[src/rtl/hazard_tracker_pkg.sv]
// Shared constants for the hazard tracker and the D-stage decoder:
// forwarding-mux select codes, Tnew classes and the "operand unused" Tuse.
package hazard_tracker_pkg;

    // Forwarding select codes driven onto the bypass muxes
    localparam logic [1:0] FWD_RF = 2'd0;  // register file / pipeline value
    localparam logic [1:0] FWD_E  = 2'd1;  // E-stage result (PC+8)
    localparam logic [1:0] FWD_M  = 2'd2;  // M-stage result
    localparam logic [1:0] FWD_W  = 2'd3;  // W-stage write-back data

    // Tnew classes, counted from entry into E
    localparam logic [2:0] PC_T  = 3'd0;
    localparam logic [2:0] ALU_T = 3'd1;
    localparam logic [2:0] DM_T  = 3'd2;

    // Tuse of an operand the instruction never reads
    localparam logic [2:0] TUSE_NONE = 3'd7;

    // Earliest stage at which an operand is needed; the lowest flag wins
    function automatic logic [2:0] eff_tuse(input logic t0, input logic t1, input logic t2);
        if (t0)
            return 3'd0;
        else if (t1)
            return 3'd1;
        else if (t2)
            return 3'd2;
        else
            return TUSE_NONE;
    endfunction

endpackage

[src/rtl/hazard_tracker_fwd_sel.sv]
// Priority bypass comparator: picks the youngest in-flight producer of a
// source register whose result is already available (E > M > W).
// Unused stage inputs are tied to register 0, which can never match.
module hazard_fwd_sel
    import hazard_tracker_pkg::*;
#(
    parameter int unsigned RAW = 5,
    parameter int unsigned TW  = 3
) (
    input  logic [RAW-1:0] src_i,
    input  logic [RAW-1:0] e_a3_i,
    input  logic [TW-1:0]  e_tnew_i,
    input  logic [RAW-1:0] m_a3_i,
    input  logic [TW-1:0]  m_tnew_i,
    input  logic [RAW-1:0] w_a3_i,
    output logic [1:0]     sel_o
);

    // Youngest ready producer wins; register 0 never forwards
    always_comb begin
        sel_o = FWD_RF;
        if (src_i != '0) begin
            if (src_i == e_a3_i && e_tnew_i == '0)
                sel_o = FWD_E;
            else if (src_i == m_a3_i && m_tnew_i == '0)
                sel_o = FWD_M;
            else if (src_i == w_a3_i)
                sel_o = FWD_W;
        end
    end

endmodule

[src/rtl/hazard_tracker.sv]
// Hazard tracker for the 5-stage pipeline: shadows destination/Tnew of the
// instructions in E/M/W, raises the load-use style stall and drives every
// bypass-mux select, and counts stalled cycles (saturating).
module hazard_tracker
    import hazard_tracker_pkg::*;
#(
    parameter int unsigned RAW  = 5,
    parameter int unsigned TW   = 3,
    parameter int unsigned CNTW = 32
) (
    input  logic            clk,
    input  logic            reset,
    input  logic [RAW-1:0]  d_rs,
    input  logic [RAW-1:0]  d_rt,
    input  logic            d_tuse_rs0,
    input  logic            d_tuse_rs1,
    input  logic            d_tuse_rt0,
    input  logic            d_tuse_rt1,
    input  logic            d_tuse_rt2,
    input  logic [TW-1:0]   d_tnew,
    input  logic [RAW-1:0]  d_a3,
    input  logic            d_regwrite,
    output logic            stall,
    output logic [1:0]      fwd_d_rs,
    output logic [1:0]      fwd_d_rt,
    output logic [1:0]      fwd_e_rs,
    output logic [1:0]      fwd_e_rt,
    output logic [1:0]      fwd_m_rt,
    output logic [CNTW-1:0] stall_cnt
);

    // Shadow pipeline state
    logic [RAW-1:0]  e_a3_q, e_a3_d;
    logic [TW-1:0]   e_tnew_q, e_tnew_d;
    logic [RAW-1:0]  e_rs_q, e_rs_d;
    logic [RAW-1:0]  e_rt_q, e_rt_d;
    logic [RAW-1:0]  m_a3_q, m_a3_d;
    logic [TW-1:0]   m_tnew_q, m_tnew_d;
    logic [RAW-1:0]  m_rt_q, m_rt_d;
    logic [RAW-1:0]  w_a3_q, w_a3_d;
    logic [CNTW-1:0] stall_cnt_q, stall_cnt_d;

    logic [TW-1:0]   tuse_rs;
    logic [TW-1:0]   tuse_rt;

    assign tuse_rs = TW'(eff_tuse(d_tuse_rs0, d_tuse_rs1, 1'b0));
    assign tuse_rt = TW'(eff_tuse(d_tuse_rt0, d_tuse_rt1, d_tuse_rt2));

    // Stall when a D operand is needed before its E or M producer can supply it
    always_comb begin
        stall = 1'b0;
        if (d_rs != '0) begin
            if (d_rs == e_a3_q && tuse_rs < e_tnew_q)
                stall = 1'b1;
            if (d_rs == m_a3_q && tuse_rs < m_tnew_q)
                stall = 1'b1;
        end
        if (d_rt != '0) begin
            if (d_rt == e_a3_q && tuse_rt < e_tnew_q)
                stall = 1'b1;
            if (d_rt == m_a3_q && tuse_rt < m_tnew_q)
                stall = 1'b1;
        end
    end

    // Next shadow state: E takes D (or a bubble), M/W always advance
    always_comb begin
        if (stall) begin
            e_a3_d   = '0;
            e_tnew_d = '0;
            e_rs_d   = '0;
            e_rt_d   = '0;
        end else begin
            e_a3_d   = d_regwrite ? d_a3 : '0;
            e_tnew_d = d_tnew;
            e_rs_d   = d_rs;
            e_rt_d   = d_rt;
        end
        m_a3_d   = e_a3_q;
        m_tnew_d = (e_tnew_q == '0) ? '0 : e_tnew_q - TW'(1);
        m_rt_d   = e_rt_q;
        w_a3_d   = m_a3_q;
        stall_cnt_d = stall_cnt_q;
        if (stall && stall_cnt_q != '1)
            stall_cnt_d = stall_cnt_q + CNTW'(1);
    end

    // Register shadow state and stall counter; synchronous active-low clear
    always_ff @(posedge clk) begin
        if (!reset) begin
            e_a3_q      <= '0;
            e_tnew_q    <= '0;
            e_rs_q      <= '0;
            e_rt_q      <= '0;
            m_a3_q      <= '0;
            m_tnew_q    <= '0;
            m_rt_q      <= '0;
            w_a3_q      <= '0;
            stall_cnt_q <= '0;
        end else begin
            e_a3_q      <= e_a3_d;
            e_tnew_q    <= e_tnew_d;
            e_rs_q      <= e_rs_d;
            e_rt_q      <= e_rt_d;
            m_a3_q      <= m_a3_d;
            m_tnew_q    <= m_tnew_d;
            m_rt_q      <= m_rt_d;
            w_a3_q      <= w_a3_d;
            stall_cnt_q <= stall_cnt_d;
        end
    end

    assign stall_cnt = stall_cnt_q;

    // D-stage compare/jr operands can take E, M or W
    hazard_fwd_sel #(.RAW(RAW), .TW(TW)) u_fwd_d_rs (
        .src_i(d_rs), .e_a3_i(e_a3_q), .e_tnew_i(e_tnew_q),
        .m_a3_i(m_a3_q), .m_tnew_i(m_tnew_q), .w_a3_i(w_a3_q), .sel_o(fwd_d_rs)
    );

    hazard_fwd_sel #(.RAW(RAW), .TW(TW)) u_fwd_d_rt (
        .src_i(d_rt), .e_a3_i(e_a3_q), .e_tnew_i(e_tnew_q),
        .m_a3_i(m_a3_q), .m_tnew_i(m_tnew_q), .w_a3_i(w_a3_q), .sel_o(fwd_d_rt)
    );

    // E-stage ALU operands can take M or W only
    hazard_fwd_sel #(.RAW(RAW), .TW(TW)) u_fwd_e_rs (
        .src_i(e_rs_q), .e_a3_i('0), .e_tnew_i('0),
        .m_a3_i(m_a3_q), .m_tnew_i(m_tnew_q), .w_a3_i(w_a3_q), .sel_o(fwd_e_rs)
    );

    hazard_fwd_sel #(.RAW(RAW), .TW(TW)) u_fwd_e_rt (
        .src_i(e_rt_q), .e_a3_i('0), .e_tnew_i('0),
        .m_a3_i(m_a3_q), .m_tnew_i(m_tnew_q), .w_a3_i(w_a3_q), .sel_o(fwd_e_rt)
    );

    // M-stage store data can take W only
    hazard_fwd_sel #(.RAW(RAW), .TW(TW)) u_fwd_m_rt (
        .src_i(m_rt_q), .e_a3_i('0), .e_tnew_i('0),
        .m_a3_i('0), .m_tnew_i('0), .w_a3_i(w_a3_q), .sel_o(fwd_m_rt)
    );

endmodule

[config.mk]
export PLATFORM = sky130hd
export DESIGN_NAME = hazard_tracker
export DESIGN_NICKNAME = d
export VERILOG_FILES = /design/src/rtl/hazard_tracker_pkg.sv /design/src/rtl/hazard_tracker_fwd_sel.sv /design/src/rtl/hazard_tracker.sv
export SDC_FILE = /design/constraint.sdc
export NUM_CORES = 1
export LEC_CHECK = 0
export ABC_AREA = 0
export CAP_MARGIN = 20
export CORE_ASPECT_RATIO = 0.6
export CORE_MARGIN = 2
export CORE_UTILIZATION = 60
export CTS_BUF_LIST = sky130_fd_sc_hd__clkbuf_4 sky130_fd_sc_hd__clkbuf_8
export CTS_CLUSTER_SIZE = 14
export DETAILED_ROUTE_END_ITERATION = 10
export GPL_TIMING_DRIVEN = 0
export PLACE_DENSITY = 0.88
export SLEW_MARGIN = 25
export SYNTH_ARGS = -nofsm -noshare
export SYNTH_HDL_FRONTEND = slang
export SYNTH_HIERARCHICAL = 1
export SYNTH_SLANG_ARGS = --single-unit
[constraint.sdc]
create_clock -name clk -period 9.62 [get_ports clk]
set_clock_uncertainty 0.05 [all_clocks]
set_input_delay 2.886 -clock clk [delete_from_list [all_inputs] [get_ports clk]]
set_output_delay 2.886 -clock clk [all_outputs]
set_load 0.02 [all_outputs]
== Yosys cells after proc, flatten, opt, wreduce, memory -nomap -nowiden ==
Index checks and enable logic that the tools add are counted.
Word-level totals
  memory bits (read-only): 0
  logic and storage cells: 83
  RAM bits: 0
  memories kept: 0
  register bits: 68
  bits in latches: 0
Cells by class
  reductions and logical operators: 24
  bitwise logic cells: 2
  shift operators: 0
  order comparisons: 4
  muxes and demuxes: 30
  equality and inequality tests: 12
  add/sub/neg operators: 2
  $mul: 0
  divide/modulo/power cells: 0
Operator list (count)
  $eq A5 B5 Y1: 11
  $mux W2: 19
  $add A32 B1 Y32 const B: 1
  $ne A32 B32 Y1 const B: 1
  $reduce_bool A5 Y1: 5
  $logic_not A5 Y1: 3
  $mux W3: 5
  $lt A3 B3 Y1: 4
  $logic_and A1 B1 Y1: 11
  $logic_not A3 Y1: 2
  $mux W1: 6
  $reduce_or A2 Y1: 2
  $reduce_or A3 Y1: 1
  $sub A3 B1 Y3 const B: 1
  $not A1 Y1: 2

== Depth between registers and ports, before layout ==
Gate-level depths: netlist of the first run.
  depth after elaboration: 11
  depth in mapped cells: 10
  gate-level depth less buffers: 8

== Hierarchy ==
The synthesis of the first run kept the hierarchy.
By module, submodules not included
  hazard_tracker: instances 1, cells each 339, area each 3094.2 um2
  hazard_fwd_sel: instances 5, cells each 34, area each 235.2 um2

== Worst setup path after synthesis of the first run ==
No wires, ideal clock.
  path kind: input to output
  start point: input port d_tuse_rt0
  end point: output port stall
  path buffers: 2
  required time: 6684 ps
  slack: 2307 ps
  stages: 9
  arrival: 4377 ps
  path through: nor3_1 -> ha_1 -> a21oi_1 -> nand4_1 -> a21oi_2 -> nor2_2 -> buf_2 -> clkbuf_1 -> inv_1
On the way
  cells in the longest elaborated chain, start to end: 6
RTL lines
  start, declared: RTL line hazard_tracker.sv:17  | input logic d_tuse_rt0,
  $mux W3 (*): RTL line hazard_tracker_pkg.sv:21  | if (t0)
  $lt A3 B3 Y1: RTL line hazard_tracker.sv:59  | if (d_rt == e_a3_q && tuse_rt < e_tnew_q)
  $logic_and A1 B1 Y1: RTL line hazard_tracker.sv:59
  $mux W1: RTL line hazard_tracker.sv:59
  $mux W1 (*): RTL line hazard_tracker.sv:61  | if (d_rt == m_a3_q && tuse_rt < m_tnew_q)
  $mux W1 (*): RTL line hazard_tracker.sv:58  | if (d_rt != '0) begin
  end, declared: RTL line hazard_tracker.sv:23  | output logic stall,
Every way passes the cells marked *; elsewhere a longest branch is shown, timed or not.

== Final worst setup path of the first run ==
Ends and elaborated chain as after synthesis.

==> results of run 1 <==
-- synth_stat cells, drive strengths merged, types with 8 or more instances --
cell type | n | area [µm²]
nand2 | 27 | 101
or4 | 12 | 90.1
or3 | 18 | 113
nand2b | 15 | 93.8
and3 | 23 | 144
dfxtp | 68 | 1360
nand4 | 18 | 119
clkbuf | 12 | 45.0
xor2 | 49 | 429
nor3 | 8 | 45.0
nand3 | 19 | 105
xnor2 | 27 | 236
nor4 | 19 | 119
a21oi | 28 | 148
nor2 | 14 | 55.1
and2 | 25 | 159
o21ai | 24 | 120
inv | 27 | 101
-- power by group through the flow --
stage          Clock [mW]  Combinational, mW  Sequential, mW
2_1_floorplan           0             0.0703           0.306
3_3_place_gp            0              0.106           0.311
3_5_place_dp            0              0.111           0.312
4_1_cts             0.229              0.112           0.305
5_1_grt             0.243              0.124           0.307
6_report            0.228              0.115           0.306
-- how the worst max path moves through the flow --
| stage | to | slack, ps | from |
|---|---|---|---|
| floorplan | stall | 2310 | d_tuse_rt0 |
| global placement | stall | 840 | d_rt[1] |
| detailed placement | stall | 820 | d_rt[2] |
| CTS | stall | 810 | d_rs[2] |
| global route | stall | 590 | d_tuse_rt0 |
| finish | stall | 760 | d_tuse_rt0 |
-- worst register-to-register path, stage by stage, from the launching register on --
cell     delay (ps)
dfxtp_1         450
and4_1          330
and2_2          230
and3_1          190
buf_2           170
nand3_2         170
nor3_2          650
nor4_1          170
mux2i_1         160
-- per-stage QoR --
stage	util (%)	hold WS (ps)	std cells	worst slack, ps
final	79.1	445	711	756
after global routing	79.1	482	711	591
after CTS	79.1	447	711	807
after detailed placement	76.2	436	695	816
after global placement	76.2	427	695	840
after floorplan	-	409	540	2310
-- registers in the layout (all words and copies together), names as in the netlist --
name / flops
e_tnew_q: 3
e_a3_q: 5
e_rt_q: 5
m_a3_q: 5
w_a3_q: 5
e_rs_q: 5
m_tnew_q: 3
stall_cnt: 32
m_rt_q: 5
-- per-layer routing --
layer  vias up  part of all wire [%]
li1       2041                     -
met1      2063                    44
met2       287                    43
met3        34                    11
met4         0                   2.0
met5         -                     0
-- cells in the final DEF, fill, tap and decap left out, types with 15 or more instances in the layout --
master           instances
a21oi_1                 26
and2_1                  22
and3_1                  23
clkdlybuf4s50_1         68
conb_1                  32
dfxtp_1                 68
inv_1                   22
nand2_1                 27
nand2b_1                15
nand3_1                 17
nand4_1                 17
nor4_1                  19
o21ai_0                 19
or3_1                   18
xnor2_1                 27
xor2_1                  49
-- layout make-up --
class / count / area, µm² / area share (%)
multi-input combinational: 427 / 2840 / 52.9
sequential: 68 / 1360 / 25.4
timing repair buffer: 68 / 681 / 12.7
clock buffer: 15 / 188 / 3.50
tap: 87 / 109 / 2.03
inverter: 28 / 105 / 1.96
buffer: 17 / 78.8 / 1.47
clock inverter: 1 / 5.00 / 0.0932
-- logic make-up (layout without fill, tap and decap cells) --
group	Yosys count	after routing	share of synthesized area [%]
simple gates	215	215	30.2
compound gates	91	91	14.4
xor+xnor	76	76	15.6
flops	68	68	31.9
buf+inv	45	129	4.31
fa+ha+maj	7	7	2.05
mux	6	6	1.41
other cells	1	32	0.0878
==> impl_results.html, run 1 <==
<table>
<tr><th>Metric</th><th>Value</th></tr>
<tr><th colspan="2">Floorplanning</th></tr>
<tr><td>Site row count</td><td>23</td></tr>
<tr><td>DIE HEIGHT</td><td>69.4 µm</td></tr>
<tr><td>I/O pin count</td><td>69</td></tr>
<tr><td>Die outline area</td><td>7830 µm²</td></tr>
<tr><td>Initial Utilization</td><td>62.9%</td></tr>
<tr><td>Width of the chip</td><td>113 µm</td></tr>
<tr><td>Core Region</td><td>6790 µm²</td></tr>
<tr><th colspan="2">Critical path</th></tr>
<tr><td>Highest fanout seen on the critical path</td><td>10</td></tr>
<tr><td>Crit path required time</td><td>6680 ps</td></tr>
<tr><td>Reg-to-reg slack, setup</td><td>6930 ps</td></tr>
<tr><td>Terminus of the critical flop-to-flop path</td><td>stall_cnt[18]</td></tr>
<tr><td>Combined buffer and inverter count along the critical path</td><td>5</td></tr>
<tr><td>Register-to-Register Path Depth</td><td>8</td></tr>
<tr><td>Arrival time worst endpoint</td><td>5930 ps</td></tr>
<tr><td>Number of logic stages on the critical path including buffering</td><td>11</td></tr>
<tr><td>Startpoint Class</td><td>input pin</td></tr>
<tr><td>Category of the most critical setup path</td><td>input pin to primary output</td></tr>
<tr><td>Category of cells accounting for the largest share of critical-path delay</td><td>buffers and inverters</td></tr>
<tr><td>Setup crit end kind</td><td>primary output</td></tr>
<tr><td>Critical-path cell with the highest stage delay</td><td>clkdlybuf4s50_1</td></tr>
<tr><td>Stage delay of the slowest cell on the critical path</td><td>600 ps</td></tr>
<tr><td>Cell type with the highest occurrence count on the critical path</td><td>clkdlybuf4s50_1</td></tr>
<tr><td>Start of the worst register-to-register path</td><td>stall_cnt[6]</td></tr>
<tr><td>Cell Chain, Critical Path</td><td>clkdlybuf4s50_1, nor3_1, ha_1, a21oi_1, nand4_1, a21oi_2, nor2_2, buf_2, clkbuf_1, inv_1, clkdlybuf4s50_1</td></tr>
<tr><th colspan="2">Global routing</th></tr>
<tr><td>First-pass GRT wire length</td><td>20400 µm</td></tr>
<tr><td>Number of antenna violations at the first check in global routing</td><td>0</td></tr>
<tr><td>Global Route Usage Sum</td><td>32.7%</td></tr>
<tr><td>Met2 track demand over resource in global routing</td><td>49.7%</td></tr>
<tr><td>Met1 usage</td><td>45.8%</td></tr>
<tr><td>Via count of the first global-routing pass</td><td>4110</td></tr>
<tr><td>Layer carrying the most global-route usage</td><td>met2</td></tr>
<tr><td>Met3 Use GR</td><td>8.65%</td></tr>
<tr><td>Total gr overflow</td><td>0</td></tr>
<tr><td>Largest net degree at the start of global routing</td><td>11</td></tr>
<tr><th colspan="2">Flow run</th></tr>
<tr><td>Count of max-cap constraint violations</td><td>0</td></tr>
<tr><th colspan="2">Placed design</th></tr>
<tr><td>I/O Buffers</td><td>68</td></tr>
<tr><td>Placer's final routability congestion estimate</td><td>0.900</td></tr>
<tr><td>Placement Cell Area</td><td>5180 µm²</td></tr>
<tr><td>Detailed-placement wirelength estimate</td><td>9360 µm</td></tr>
<tr><th colspan="2">Clocking</th></tr>
<tr><td>Resize count post-CTS</td><td>0</td></tr>
<tr><td>Clock sink count</td><td>68</td></tr>
<tr><td>Maximum clock insertion buffer count</td><td>2</td></tr>
<tr><td>Total CTS buffers</td><td>9</td></tr>
<tr><td>Setup bufs post-CTS</td><td>0</td></tr>
<tr><td>CTS tree</td><td>yes</td></tr>
<tr><td>Clock root buffer</td><td>clkbuf_8</td></tr>
<tr><td>Clock input transition at the sequential cells of the worst setup and hold paths</td><td>70 ps</td></tr>
<tr><td>Number of hold buffers added after CTS</td><td>0</td></tr>
<tr><td># H-tree levels</td><td>3</td></tr>
<tr><td>Clk_lat worst skew</td><td>350 ps</td></tr>
<tr><th colspan="2">Timing</th></tr>
<tr><td>Setup Total Neg Slack</td><td>0 ps</td></tr>
<tr><td>Unrepaired setup endpoints after global routing</td><td>no</td></tr>
<tr><td>Max-slew violation count</td><td>0</td></tr>
<tr><td>Final critical delay including setup and external delays</td><td>8860 ps</td></tr>
<tr><td>Transition time of the tightest slew-check pin</td><td>744 ps</td></tr>
<tr><td>Worst slew margin relative to its limit</td><td>50.2%</td></tr>
<tr><td>Achievable frequency</td><td>113 MHz</td></tr>
<tr><td>Total setup violations reported at the end of the flow</td><td>0</td></tr>
<tr><td>Fin. Hold Viols</td><td>0</td></tr>
<tr><td>Final clock period utilization by the worst path</td><td>92.1%</td></tr>
<tr><th colspan="2">Min path</th></tr>
<tr><td>Class of the most critical hold timing path</td><td>flip-flop to flip-flop</td></tr>
<tr><td>Startpoint of the tightest hold check path</td><td>stall_cnt[13]</td></tr>
<tr><td>Worst hold path stage count</td><td>2</td></tr>
<tr><td>Hold endpoint</td><td>stall_cnt[13]</td></tr>
<tr><th colspan="2">Final layout</th></tr>
<tr><td>Share of final-layout standard cells stronger than drive strength 1</td><td>5.93%</td></tr>
<tr><td>Synthesis-to-finish area growth</td><td>25.7%</td></tr>
<tr><td>Nets</td><td>652</td></tr>
<tr><td>Number of inserted diodes</td><td>0</td></tr>
<tr><td>Post-route cell area</td><td>5370 µm²</td></tr>
<tr><td>Fill count</td><td>484</td></tr>
<tr><th colspan="2">Synth</th></tr>
<tr><td>Portion of the post-synthesis area used by sequential elements</td><td>31.9%</td></tr>
<tr><td>Avg Synthesized Cell Area</td><td>8.39 µm²</td></tr>
<tr><td>Number of enable-type register cells in the synthesized netlist</td><td>0</td></tr>
<tr><td>Post-synthesis instance area</td><td>4270 µm²</td></tr>
<tr><td>Count of mapped cells out of synthesis</td><td>509</td></tr>
<tr><td>Netlist cell types</td><td>52</td></tr>
<tr><td>Async set or reset register ratio after synthesis</td><td>0%</td></tr>
<tr><td>Synth Flop Type</td><td>dfxtp_1</td></tr>
<tr><td>Total of flip-flops plus latches after synthesis</td><td>68</td></tr>
<tr><td>Number of synthesis warnings</td><td>6</td></tr>
<tr><th colspan="2">Run status</th></tr>
<tr><td>Outcome</td><td>complete, but fails checks</td></tr>
<tr><td>Violated checks</td><td>design-rule violations</td></tr>
<tr><th colspan="2">Routing</th></tr>
<tr><td>Detail-routed via count per cell</td><td>6.22</td></tr>
<tr><td>Number of design rule violations left after detail routing</td><td>2</td></tr>
<tr><td>Post-detailed-route wirelength per cell</td><td>17.7 µm</td></tr>
<tr><td>DRC violation total after the first TritonRoute iteration</td><td>497</td></tr>
<tr><td>Count of antenna-violating nets left after detailed routing</td><td>0</td></tr>
<tr><td>Number of detailed-routing iterations run before antenna repair</td><td>10</td></tr>
<tr><td>Vias</td><td>4425</td></tr>
<tr><td>Post-Route WL</td><td>12600 µm</td></tr>
<tr><th colspan="2">Power and ir drop</th></tr>
<tr><td>Combinational Power Share</td><td>17.6%</td></tr>
<tr><td>Clock network fraction of total power</td><td>35.2%</td></tr>
<tr><td>LEAKAGE</td><td>2.07 nW</td></tr>
<tr><td>Switching part of the total</td><td>28.1%</td></tr>
<tr><td>Total power draw</td><td>0.649 mW</td></tr>
<tr><td>Part of the power in registers</td><td>47.1%</td></tr>
<tr><td>Power Internal</td><td>0.466 mW</td></tr>
<tr><td>Switching power total</td><td>0.183 mW</td></tr>
<tr><td>PwrDens</td><td>121 nW/µm²</td></tr>
<tr><td>Max IR drop VDD</td><td>0.000105 V</td></tr>
</table>
Note: power is estimated with default switching activity, not from simulation.
==> run 2: changes to the inputs <==
CORE_MARGIN = unset   (was 2)
==> run 2 against run 1 <==
The run now ends clean. Die area decreased by 4.6%. Cell area decreased by 0.37%. Global-route usage increased by 0.25 points. Utilization about the same. Cell count unchanged. Largest cell class unchanged. Largest power group unchanged.
==> impl_results.html, run 2 (synthesis results as in run 1) <==
<table>
<tr><th>Metric</th><th>Value</th></tr>
<tr><th colspan="2">Run status</th></tr>
<tr><td>Outcome</td><td>finished, final reports clean</td></tr>
<tr><th colspan="2">Critical path</th></tr>
<tr><td>Crit path required time</td><td>6680 ps</td></tr>
<tr><td>Highest fanout seen on the critical path</td><td>10</td></tr>
<tr><td>Arrival time worst endpoint</td><td>5980 ps</td></tr>
<tr><td>Startpoint Class</td><td>input pin</td></tr>
<tr><td>Category of the most critical setup path</td><td>input pin to primary output</td></tr>
<tr><td>Setup crit end kind</td><td>primary output</td></tr>
<tr><th colspan="2">Timing</th></tr>
<tr><td>Achievable frequency</td><td>112 MHz</td></tr>
<tr><td>Setup Total Neg Slack</td><td>0 ps</td></tr>
<tr><td>Unrepaired setup endpoints after global routing</td><td>no</td></tr>
<tr><td>Worst slew margin relative to its limit</td><td>53.5%</td></tr>
<tr><td>Transition time of the tightest slew-check pin</td><td>694 ps</td></tr>
<tr><td>Fin. Hold Viols</td><td>0</td></tr>
<tr><td>Total setup violations reported at the end of the flow</td><td>0</td></tr>
<tr><td>Final critical delay including setup and external delays</td><td>8920 ps</td></tr>
<tr><td>Max-slew violation count</td><td>0</td></tr>
<tr><td>Setup ws final</td><td>699 ps</td></tr>
<tr><td>Final clock period utilization by the worst path</td><td>92.7%</td></tr>
<tr><th colspan="2">Min path</th></tr>
<tr><td>Class of the most critical hold timing path</td><td>flip-flop to flip-flop</td></tr>
<tr><th colspan="2">Floorplanning</th></tr>
<tr><td>Core Region</td><td>6760 µm²</td></tr>
<tr><td>Site row count</td><td>23</td></tr>
<tr><td>DIE HEIGHT</td><td>67.4 µm</td></tr>
<tr><td>Width of the chip</td><td>111 µm</td></tr>
<tr><td>Die outline area</td><td>7470 µm²</td></tr>
<tr><td>Initial Utilization</td><td>63.1%</td></tr>
<tr><td>I/O pin count</td><td>69</td></tr>
<tr><th colspan="2">Final layout</th></tr>
<tr><td>Share of final-layout standard cells stronger than drive strength 1</td><td>5.93%</td></tr>
<tr><td>Most frequent cells in the layout</td><td>dfxtp_1 (68), clkdlybuf4s50_1 (68), xor2_1 (49)</td></tr>
<tr><td>Nets</td><td>652</td></tr>
<tr><td>Max FFs per register</td><td>32</td></tr>
<tr><td>Synthesis-to-finish area growth</td><td>25.3%</td></tr>
<tr><td>Post-route cell area</td><td>5350 µm²</td></tr>
<tr><td>Number of inserted diodes</td><td>0</td></tr>
<tr><th colspan="2">Global routing</th></tr>
<tr><td>First-pass GRT wire length</td><td>19200 µm</td></tr>
<tr><td>Global Route Usage Sum</td><td>32.9%</td></tr>
<tr><td>Largest net degree at the start of global routing</td><td>12</td></tr>
<tr><td>Number of antenna violations at the first check in global routing</td><td>0</td></tr>
<tr><td>Total gr overflow</td><td>0</td></tr>
<tr><td>Via count of the first global-routing pass</td><td>3916</td></tr>
<tr><th colspan="2">Routing</th></tr>
<tr><td>Post-Route WL</td><td>12100 µm</td></tr>
<tr><td>Detail-routed via count per cell</td><td>6.13</td></tr>
<tr><td>Number of detailed-routing iterations run before antenna repair</td><td>5</td></tr>
<tr><td>Number of design rule violations left after detail routing</td><td>0</td></tr>
<tr><td>Post-detailed-route wirelength per cell</td><td>17.1 µm</td></tr>
<tr><td>Vias</td><td>4359</td></tr>
<tr><td>DRC violation total after the first TritonRoute iteration</td><td>410</td></tr>
<tr><td>Count of antenna-violating nets left after detailed routing</td><td>0</td></tr>
<tr><th colspan="2">Clocking</th></tr>
<tr><td>CTS tree</td><td>yes</td></tr>
<tr><td>Maximum clock insertion buffer count</td><td>2</td></tr>
<tr><td>Clk_lat worst skew</td><td>350 ps</td></tr>
<tr><td># H-tree levels</td><td>3</td></tr>
<tr><td>Number of hold buffers added after CTS</td><td>0</td></tr>
<tr><td>Resize count post-CTS</td><td>0</td></tr>
<tr><td>Total CTS buffers</td><td>9</td></tr>
<tr><td>Clock root buffer</td><td>clkbuf_8</td></tr>
<tr><td>Clock input transition at the sequential cells of the worst setup and hold paths</td><td>70 ps</td></tr>
<tr><td>Clock sink count</td><td>68</td></tr>
<tr><td>Setup bufs post-CTS</td><td>0</td></tr>
<tr><th colspan="2">Power and ir drop</th></tr>
<tr><td>LEAKAGE</td><td>2.05 nW</td></tr>
<tr><td>Max IR drop VDD</td><td>0.0000987 V</td></tr>
<tr><td>PwrDens</td><td>118 nW/µm²</td></tr>
<tr><th colspan="2">Placed design</th></tr>
<tr><td>I/O Buffers</td><td>68</td></tr>
<tr><td>Placer's final routability congestion estimate</td><td>0.870</td></tr>
<tr><td>Worst setup slack before clock tree synthesis</td><td>775 ps</td></tr>
<tr><td>Placement Cell Area</td><td>5180 µm²</td></tr>
<tr><td>Detailed-placement wirelength estimate</td><td>9020 µm</td></tr>
<tr><th colspan="2">Flow run</th></tr>
<tr><td>Count of max-cap constraint violations</td><td>0</td></tr>
</table>
run 2: cell types whose count changed in the layout (fill, tap and decap cells not counted), sizes merged:
| cell | delta |
|---|---|
| clkbuf | -4 |
| clkinvlp | +1 |
| clkinv | +3 |
run 2: per-stage QoR:
stage / instances / hold WS (ps) / power [mW] / utilization (%)
2_1_floorplan: 540 / 409 / 0.377 / -
3_3_place_gp: 695 / 430 / 0.417 / 76.5
3_5_place_dp: 695 / 434 / 0.423 / 76.5
4_1_cts: 711 / 452 / 0.630 / 79.1
5_1_grt: 711 / 470 / 0.655 / 79.1
6_report: 711 / 443 / 0.632 / 79.1
run 2: final cells by class:
class                           instances  area (µm²)
Multi-Input combinational cell        427        2840
Fill cell                             479        1410
Sequential cell                        68        1360
Timing Repair Buffer                   68         681
Clock buffer                           11         145
Tap cell                               87         109
Inverter                               28         105
Buffer                                 17        78.8
Clock inverter                          5        27.5
run 2: worst paths after layout:
check | from | depth (start not counted) | slack (ps) | end
setup / recovery | d_rt[1] | 9 | 700 | stall
hold / removal | stall_cnt[13] | 2 | 440 | stall_cnt[13]
setup reg to reg | m_a3_q[4] | 8 | 6990 | stall_cnt[18]
hold reg to reg | stall_cnt[13] | 2 | 440 | stall_cnt[13]
run 2: layer usage:
metal	vias to the layer above	wire length (µm)	part of all wire [%]	global-route usage [%]
met5	-	0	0	0
met4	0	217	1.8	12.7
met3	31	1190	9.8	8.17
met2	263	5280	43	51.7
met1	2029	5460	45	44.1
li1	2036	-	-	-
run 2: where the power goes:
part | total [mW] | internal (mW) | switching [mW]
logic | 0.114 | 0.0536 | 0.0600
registers | 0.306 | 0.289 | 0.0165
clock network | 0.212 | 0.102 | 0.111
total | 0.632 | 0.445 | 0.187
run 2: worst max-delay path: stages:
cell and delay (ps):
clkdlybuf4s50_1 610, or4_1 610, nor2_1 120, a21oi_2 60, nor2_2 320, buf_2 330
clkbuf_1 410, inv_1 80, clkdlybuf4s50_1 550
